<file path="config.mk">
export PLATFORM = sky130hd
export DESIGN_NAME = pos_logic_pipe
export DESIGN_NICKNAME = d
export VERILOG_FILES = /design/src/rtl/pos_logic_pipe.sv
export SDC_FILE = /design/constraint.sdc
export NUM_CORES = 1
export LEC_CHECK = 0
export CORE_MARGIN = 4
export CORE_UTILIZATION = 35
export CTS_CLUSTER_SIZE = 20
export DETAILED_ROUTE_END_ITERATION = 6
export GPL_ROUTABILITY_DRIVEN = 0
export SKIP_LAST_GASP = 1
export SLEW_MARGIN = 20
export SYNTH_ARGS = -nofsm -noshare
export SYNTH_HDL_FRONTEND = slang
export SYNTH_SLANG_ARGS = --single-unit
export TNS_END_PERCENT = 1
</file>
<file path="constraint.sdc">
create_clock -name i_clk -period 3.3 [get_ports i_clk]
set_input_delay 0.66 -clock i_clk [delete_from_list [all_inputs] [get_ports i_clk]]
set_output_delay 0.66 -clock i_clk [all_outputs]
set_load 0.01 [all_outputs]
</file>
<file path="src/rtl/pos_logic_pipe.sv">
// pos_logic_pipe: two-stage valid/ready bitwise logic unit with zero/parity/popcount flags
// and a saturating output-transfer counter.
module pos_logic_pipe #(
  parameter int WIDTH = 16,
  parameter int CNT_W = 8,
  localparam int ONES_W = $clog2(WIDTH + 1)
) (
  input  logic              i_clk,
  input  logic              i_rst_n,
  input  logic              i_in_valid,
  output logic              o_in_ready,
  input  logic [WIDTH-1:0]  i_a,
  input  logic [WIDTH-1:0]  i_b,
  input  logic [2:0]        i_op,
  output logic              o_out_valid,
  input  logic              i_out_ready,
  output logic [WIDTH-1:0]  o_out,
  output logic              o_zero,
  output logic              o_parity,
  output logic [ONES_W-1:0] o_ones,
  input  logic              i_cnt_clr,
  output logic [CNT_W-1:0]  o_xfer_cnt
);
  logic              r_s1_valid;
  logic              r_s2_valid;
  logic [WIDTH-1:0]  r_s1_data;
  logic [WIDTH-1:0]  r_out;
  logic              r_zero;
  logic              r_parity;
  logic [ONES_W-1:0] r_ones;
  logic [CNT_W-1:0]  r_cnt;
  logic [WIDTH-1:0]  w_res;
  logic [ONES_W-1:0] w_ones;
  logic              w_s2_adv;
  assign w_s2_adv    = !r_s2_valid || i_out_ready;
  assign o_in_ready  = !r_s1_valid || w_s2_adv;
  assign o_out_valid = r_s2_valid;
  assign o_out       = r_out;
  assign o_zero      = r_zero;
  assign o_parity    = r_parity;
  assign o_ones      = r_ones;
  assign o_xfer_cnt  = r_cnt;
  always_comb begin
    case (i_op)
      3'd0:    w_res = i_a & i_b;
      3'd1:    w_res = i_a | i_b;
      3'd2:    w_res = i_a ^ i_b;
      3'd3:    w_res = ~(i_a ^ i_b);
      3'd4:    w_res = ~(i_a & i_b);
      3'd5:    w_res = ~(i_a | i_b);
      3'd6:    w_res = ~i_a;
      default: w_res = i_b;
    endcase
  end
  always_comb begin
    w_ones = '0;
    for (int i = 0; i < WIDTH; i++) w_ones = w_ones + ONES_W'(r_s1_data[i]);
  end
  always_ff @(posedge i_clk or negedge i_rst_n) begin
    if (!i_rst_n) begin
      r_s1_valid <= 1'b0;
      r_s1_data  <= '0;
    end else if (o_in_ready) begin
      r_s1_valid <= i_in_valid;
      r_s1_data  <= w_res;
    end
  end
  // Flags are computed from stage 1 so the outputs come straight from flops.
  always_ff @(posedge i_clk or negedge i_rst_n) begin
    if (!i_rst_n) begin
      r_s2_valid <= 1'b0;
      r_out      <= '0;
      r_zero     <= 1'b0;
      r_parity   <= 1'b0;
      r_ones     <= '0;
    end else if (w_s2_adv) begin
      r_s2_valid <= r_s1_valid;
      r_out      <= r_s1_data;
      r_zero     <= ~|r_s1_data;
      r_parity   <= ^r_s1_data;
      r_ones     <= w_ones;
    end
  end
  always_ff @(posedge i_clk or negedge i_rst_n) begin
    if (!i_rst_n) r_cnt <= '0;
    else if (i_cnt_clr) r_cnt <= '0;
    else if (r_s2_valid && i_out_ready && r_cnt != '1) r_cnt <= r_cnt + CNT_W'(1);
  end
endmodule

</file>
==> impl_metrics.tcl <==
set metrics [dict create \
    status "complete, but fails checks" \
    violations_in_the_final_reports "negative setup slack" \
    min_path_type "input port to asynchronous set/reset pin" \
    fin_nets 617 \
    ios 73 \
    synth-seq-area-share 0.306 \
    drt_pre_antenna_iters 4 \
    tightestPinTransition_ns 0.926 \
    main_combinational_cell_family_by_area_after_synthesis "adder cells" \
    critical_path_buf_inv_count 3 \
    critPathCaptureType "flop" \
    ir_worst_vdd_v 0.000310 \
    worst_path_dominant_cell_family "adder cells" \
    dr_top_layer "met4" \
    die-width_um 115 \
    postSynthRegisterBits 49 \
    initial_standard_cell_utilization_of_the_core 0.363 \
    grt_antenna_before_repair 0 \
    dr_wl_met2_um 4140 \
    synth.top_cell.area_share 0.306 \
    crit_slowest_cell "fa_1" \
    synth.mux.area_fraction 0.104 \
    drt_iter0_markers 129 \
    drv.max_cap_violation_count 0 \
    dominant_synthesized_flop_cell "dfrtp_1" \
    synth_area_leaders "dfrtp_1 (31%), ha_1 (14%), mux2i_1 (8.8%), inv_1 (5.6%), fa_1 (5.0%)" \
    tritoncts_num_sinks 49 \
    h_tree_levels 2 \
    totalWireLength_um 9010 \
    synth.yosys.warnings 0 \
    fmax_ghz 0.294 \
    antenna-diode-count 0 \
    wl_met3_um 426 \
    synth-simple-area-share 0.120 \
    viasPerCell 4.91 \
    synth-async-reset-ratio 1.00 \
    detail_route.wirelength.met1_um 4320 \
    cpMostUsedCell "fa_1" \
    grt_first_pass_wirelength_um 15100 \
    timing.critical_path.slowest_cell_delay_ns 0.55 \
    root_buffer "clkbuf_16" \
    synthAdderAreaFrac 0.194 \
    timing.setup.critical_path_class "flop to flop" \
    layout.filler_cells 1103 \
    placement.setup.worst_slack_ns -0.208 \
    timing.final.crit_period_ns 3.40 \
    area.growth.synth_to_final_pct 28.0 \
    clk_pin_slew_ns 0.07 \
    rsz0062_at_grt "true" \
    worstSkewPairLatency_ns 0.29 \
    cts_inserted_buffers 5 \
    design_area_sq_um 5120 \
    mean_routed_wirelength_per_cell_um 13.6 \
    post_synthesis_cell_count 438 \
    placement_stage_cell_area_sq_um 4920 \
    num_vias 3252 \
    timing.final.ws_setup_ns -0.0974 \
    syn-mean-instance-area_sq_um 9.14 \
    die_area_sq_um 13200 \
    required_ns 3.46 \
    final-max-slew-violation-count 0 \
    syn-cell-area_sq_um 4000 \
    dp_wirelength_um 7170 \
    timing.clock.skew_ns 0.0114 \
    pwr_density_cell_nw_per_um2 584 \
    remaining_drc_errors 0 \
    grt_max_degree 50 \
    cp_cell_sequence "inv_1 -> fa_1 -> fa_1 -> fa_2 -> fa_1 -> inv_1 -> ha_2 -> buf_4 -> a21o_1 -> a21oi_1 -> xor2_1 -> o21ai_0" \
    leakagePower_nw 2.44 \
    layout-drive-gt1-share 0.0996 \
    place.port_buffers 72 \
    layout_worst_path_cycle_share 1.03 \
    clock_tree_from_tritoncts "yes" \
    crit_path_dat_ns 3.56 \
    num_rows 38 \
    core-area_sq_um 11000 \
    yosysTopAreaCell "dfrtp_1" \
    hold_violations 0 \
    critPathMaxFanout 2 \
    grt.overflow.total 0 \
    syn-num-nets 534 \
    synth-edff-count 0 \
    max-slew-margin-rel 0.382 \
    first_global_vias 3253 \
    start_kind "flop" \
    drtAntennaViolNets 0 \
    synth_xor_xnor_area_share 0.0263 \
    groute.usage.overall 0.139 \
    die_h_um 115 \
    cts_max_path_buffers 2 \
    post_synth_num_cell_types 44 \
    setup-violations-final 4 \
    complex_gate_fraction_of_the_synthesized_area 0.152 \
]
-- layer usage --
metal  global-route usage  vias to the layer above
li1                     -                     1670
met5                    0                        -
met2                0.235                       67
met4               0.0391                        0
met1                0.184                     1505
met3               0.0242                       10
-- stage by stage --
stage	utilization	std cells	TNS [ns]	hold slack (ns)	power, mW
global placement	0.446	651	-0.214	0.448	2.32
detailed placement	0.446	651	-0.534	0.460	2.37
floorplan	-	438	-0.0260	0.364	1.80
finish	0.465	662	-0.340	0.377	2.99
CTS	0.463	660	-0.538	0.474	3.04
global route	0.465	662	-1.04	0.442	3.31
-- cells in the final DEF, fill, tap and decap left out, types with 3 or more instances in the layout --
cell type and instances:
mux2i_1 35, a211o_1 4, o22ai_1 11, nand4_1 3, fa_1 8, dfrtp_1 49
o41ai_1 8, nor2_1 29, nand2b_1 8, nor2b_1 9, inv_1 59, xor2_1 6
xnor2_1 6, a21oi_1 15, clkdlybuf4s50_1 70, mux2_2 6, a211oi_1 14, nand3_1 5
clkbuf_16 5, ha_1 45, buf_4 27, o21ai_0 25, nand2_1 39
-- state kept, by name (all words and copies together) (netlist names) --
name / flops
r_s1_data: 16
o_out_valid: 1
o_xfer_cnt: 8
o_out: 16
o_parity: 1
r_s1_valid: 1
o_ones: 5
o_zero: 1
-- synthesized netlist by cell type, types with 2 or more instances --
library cell,n
a211oi_1,14
buf_2,7
xnor2_1,6
a221oi_1,2
buf_6,5
o21ai_0,27
o31ai_1,2
dfrtp_1,49
ha_1,46
or2_2,2
fa_1,10
a21oi_1,15
and4_1,2
mux2i_1,35
nand4_1,3
a211o_1,4
nor2b_1,10
o21a_1,2
nor2_1,29
nand2b_1,8
nand2_1,39
clkbuf_1,7
mux2_2,6
o211ai_1,2
inv_1,60
xor2_1,6
o22ai_1,11
nand3_1,5
o41ai_1,8
a31oi_1,2
-- worst paths after layout --
kind	startpoint	endpoint	slack [ns]	cells past startpoint
worst max-delay path	r_s1_data[0]$_DFFE_PN0P_	o_ones[3]$_DFFE_PN0P_	-0.1	12
worst min-delay path	i_rst_n	o_ones[3]$_DFFE_PN0P_	0.38	1
worst max register to register	r_s1_data[0]$_DFFE_PN0P_	o_ones[3]$_DFFE_PN0P_	-0.1	12
worst min register to register	r_s1_valid$_DFFE_PN0P_	o_out_valid$_DFFE_PN0P_	0.46	1
max in group asynchronous	i_rst_n	o_out[2]$_DFFE_PN0P_	2.47	1
min in group i_clk	r_s1_valid$_DFFE_PN0P_	o_out_valid$_DFFE_PN0P_	0.46	1
-- power breakdown --
group	internal [mW]	leakage, nW	total, mW	switching [mW]
clock	0.379	0.0841	0.591	0.212
sequential	0.724	0.598	0.785	0.0609
combinational	0.860	1.76	1.62	0.757
-- cell families (layout without fill, tap and decap cells) --
| group | Yosys count | count (layout) |
|---|---|---|
| flip-flops | 49 | 49 |
| AO/OA/AOI/OAI | 93 | 93 |
| AND/OR/NAND/NOR | 104 | 104 |
| multiplexers | 41 | 41 |
| buffers and inverters | 83 | 167 |
| adder cells (fa/ha/maj) | 56 | 56 |
| XOR/XNOR | 12 | 12 |
-- what timing repair did --
item,4_1_cts,5_1_grt
resized for setup,5,1
buffers inserted,1,2
pin swaps,4,3
endpoints found under the setup margin,4,4
hold buffers,0,0
-- layout make-up --
type,instances,area (sq um),area share
Multi-Input combinational cell,306,2400,0.468
Sequential cell,49,1230,0.239
Timing Repair Buffer,99,928,0.181
Inverter,60,225,0.0439
Tap cell,140,175,0.0342
Clock buffer,7,143,0.0278
Clock inverter,1,30.0,0.00586
Note: power is estimated with default switching activity, not from simulation.
==> variant 1 (same settings) <==
Reset style: synchronous (`i_rst_n`), changed in 3 clocked blocks.
--- a/src/rtl/pos_logic_pipe.sv
+++ b/src/rtl/pos_logic_pipe.sv
@@ -58,3 +58,3 @@
   end
-  always_ff @(posedge i_clk or negedge i_rst_n) begin
+  always_ff @(posedge i_clk) begin
     if (!i_rst_n) begin
@@ -68,3 +68,3 @@
   // Flags are computed from stage 1 so the outputs come straight from flops.
-  always_ff @(posedge i_clk or negedge i_rst_n) begin
+  always_ff @(posedge i_clk) begin
     if (!i_rst_n) begin
@@ -83,3 +83,3 @@
   end
-  always_ff @(posedge i_clk or negedge i_rst_n) begin
+  always_ff @(posedge i_clk) begin
     if (!i_rst_n) r_cnt <= '0;
Formal check against the unedited RTL: differs if i_rst_n is asserted again (counterexample within 4 cycles, from zero or initial values and one cycle with i_rst_n low); with i_rst_n held inactive, the same outputs for 10 cycles.
==> variant 1 against the original RTL <==
  * The run still ends with setup timing left
  * Routed wire length rose by 1.0%
  * Power is 29% lower
  * Synthesized area down 1.2%
  * Combinational power is 43% lower
  * Worst setup slack got worse by 0.079 ns
  * Clock skew decreased by 0.0044 ns
  * Design area is 0.68% lower
  * Sequential cell count unchanged
  * Largest power group unchanged
  * Highest routed layer unchanged
==> variant 1: results <==
metrics = {
    "outcome": {
        "outcome": "complete, but fails checks",
        "failed_checks": "setup timing",
    },
    "sta": {
        "setup_viol": 4,
        "setup_slack_ns": -0.176,
    },
    "logic_synthesis": {
        "ys_seq_area_frac": 0.248,
        "synth_ff_type": "dfxtp_1",
        "synth_fa_ha_area_frac": 0.196,
    },
    "layout": {
        "buffer_area_frac": 0.186,
        "num-nonclk-buffers": 101,
        "inverters": 74,
        "regArea_um2": 982,
        "drive_gt1_frac": 0.117,
        "multi_input_area_share": 0.503,
    },
    "place": {
        "dpl_cell_area_um2": 4940,
        "pre_cts_ws_ns": -0.213,
    },
    "setup_path": {
        "r2r-end": "o_ones[2]$_SDFFE_PN0P_",
        "ff2ff_setup_slack_ns": -0.18,
        "cp.arrival_ns": 3.64,
    },
    "cts": {
        "post_cts_buffers": 0,
    },
    "power": {
        "p_total_w": 0.00212,
        "p_comb_w": 0.000928,
        "p_leak_nw": 2.25,
        "seq_power_w": 0.000687,
    },
    "drt": {
        "route.met3.wl_um": 313,
        "wl_per_cell_um": 13.2,
    },
    "global_routing": {
        "use_met2": 0.250,
    },
    "worst_hold_path": {
        "hp-class": "flop to flop",
    },
}
variant 1: changes by cell type in the layout (fill, tap and decap cells not counted), sizes merged, moves of 11 or more:
cell / unedited run / this run
dfrtp: 49 / 0
dfxtp: 0 / 49
a21boi: 0 / 19
mux2i: 35 / 17
nand2: 40 / 56
o21ai: 27 / 11
inv: 60 / 74
nor2: 29 / 42
o32ai: 0 / 11
variant 1: critical path: stages, from the launching register on:
cell and delay [ns]:
dfxtp_1 0.33, inv_1 0.07, fa_1 0.57, fa_1 0.43
fa_1 0.52, fa_1 0.42, inv_1 0.08, ha_1 0.16
inv_1 0.06, fa_2 0.34, nor2b_1 0.15, nor2_1 0.06
o21ai_0 0.07, a21boi_0 0.10
variant 1: what timing repair did:
item,CTS,global route
gates cloned,0,0
endpoints found under the hold margin,0,0
gates resized for setup,1,0
endpoints found under the setup margin,4,4
pin swaps,3,1
==> variant 2 (config.mk and constraints unchanged) <==
Without the edit above. The parameter `WIDTH` goes from 16 to 32.
--- a/src/rtl/pos_logic_pipe.sv
+++ b/src/rtl/pos_logic_pipe.sv
@@ -3,3 +3,3 @@
 module pos_logic_pipe #(
-  parameter int WIDTH = 16,
+  parameter int WIDTH = 32,
   parameter int CNT_W = 8,
Interface: changed (resized i_a, i_b, o_ones and o_out); port bits go from 73 to 122. The function was not compared with the original's and may differ.
==> variant 2 against the original RTL <==
  * Die area rose by 72%
  * Sequential share of layout area fell by 1.1 points
  * Critical path depth rose by 4
  * The run still ends with setup timing left
  * Sequential power rose by 69%
  * Largest cell class unchanged
  * Synthesized area rose by 78%
  * Power rose to 2.6 times the old value
  * Worst setup slack got worse by 1.2 ns
  * Design area rose by 75%
  * Critical endpoint is now o_ones[4]$_DFFE_PN0P_
  * Sequential cell count rose by 33
  * Via count rose by 77%
  * Routed wire length rose by 97%
==> variant 2: results <==
metrics = {
    "sta": {
        "clock_skew_ns": 0.00762,
        "setup_viol": 6,
        "fin_tns_setup_ns": -6.47,
        "relSlewSlack": 0.505,
        "setup_slack_ns": -1.25,
        "whs_ns": 0.369,
    },
    "cts": {
        "cts_buffers": 9,
        "clk_pin_slew_worst_paths_ns": 0.06,
        "post_cts_buffers": 0,
        "cts_root_buf": "clkbuf_16",
        "cts_max_level": 3,
        "clkLatencyLatePin_ns": 0.34,
        "cts_resized": 3,
    },
    "power": {
        "p_leak_nw": 4.06,
        "ir_worst_vdd_mv": 1.32,
    },
    "logic_synthesis": {
        "ys_types": 34,
        "ys_seq_area_frac": 0.288,
        "syn_nets": 1011,
        "synthTopCellsByArea": "dfrtp_1 (29%), ha_1 (15%), o21ai_0 (7.2%)",
        "synth_common_cells": "inv_1 (122), o21ai_0 (103), ha_1 (88), dfrtp_1 (82), nand2_1 (74)",
        "syn-mean-instance-area_um2": 8.61,
    },
    "setup_path": {
        "r2r-end": "o_ones[4]$_DFFE_PN0P_",
        "endpoint_kind": "flop",
        "slowest_delay_ns": 0.53,
        "cp.arrival_ns": 4.75,
        "r2r_cells": 16,
        "crit_start": "r_s1_data[17]$_DFFE_PN0P_",
        "cp_top_family": "adder cells",
    },
    "place": {
        "dpl_cell_area_um2": 8640,
        "dpl.cell_count": 1195,
        "portBuffers": 121,
        "dp_hpwl_um": 13600,
    },
    "outcome": {
        "failed_checks": "setup timing",
        "outcome": "complete, but fails checks",
    },
    "die": {
        "fp.dieArea_um2": 22700,
    },
    "drt": {
        "viasPerCell": 4.76,
        "drt_iter0_drc": 281,
        "routed_wirelength_um": 17700,
        "via_count": 5765,
    },
    "global_routing": {
        "grt_use_total": 0.161,
        "grt_pass1_vias": 5553,
        "grt_max_degree": 83,
        "grt_pass1_wl_um": 28700,
    },
    "layout": {
        "nNetsFinal": 1126,
        "drive_gt1_frac": 0.0718,
    },
    "worst_hold_path": {
        "hp-class": "input port to async pin",
    },
}
## variant 2: cell type report
class                      count  area (um^2)
inverter                     122          458
timing repair buffer         155         1470
sequential                    82         2050
fill                        1898        10700
clock inverter                 4         73.8
multi-input combinational    572         4350
clock buffer                  12          256
tap                          265          332
## variant 2: routing by layer
layer / part of all wire / track usage / vias to the layer above
met5: 0 / 0 / -
met4: 0.010 / 0.0367 / 0
met3: 0.047 / 0.0262 / 13
met2: 0.45 / 0.253 / 106
met1: 0.49 / 0.232 / 2658
li1: - / - / 2988
## variant 2: cell families after synthesis
group,count (synthesis),share of synthesized area
compound gates,204,0.168
xor+xnor,57,0.0701
fa+ha+maj,112,0.222
buf+inv,173,0.105
flops,82,0.288
mux,3,0.00457
simple gates,196,0.142
## variant 2: power breakdown
group	switching, W	internal, W	total, W
logic	0.00257	0.00272	0.00530
registers	0.0000954	0.00124	0.00133
clock network	0.000396	0.000704	0.00110
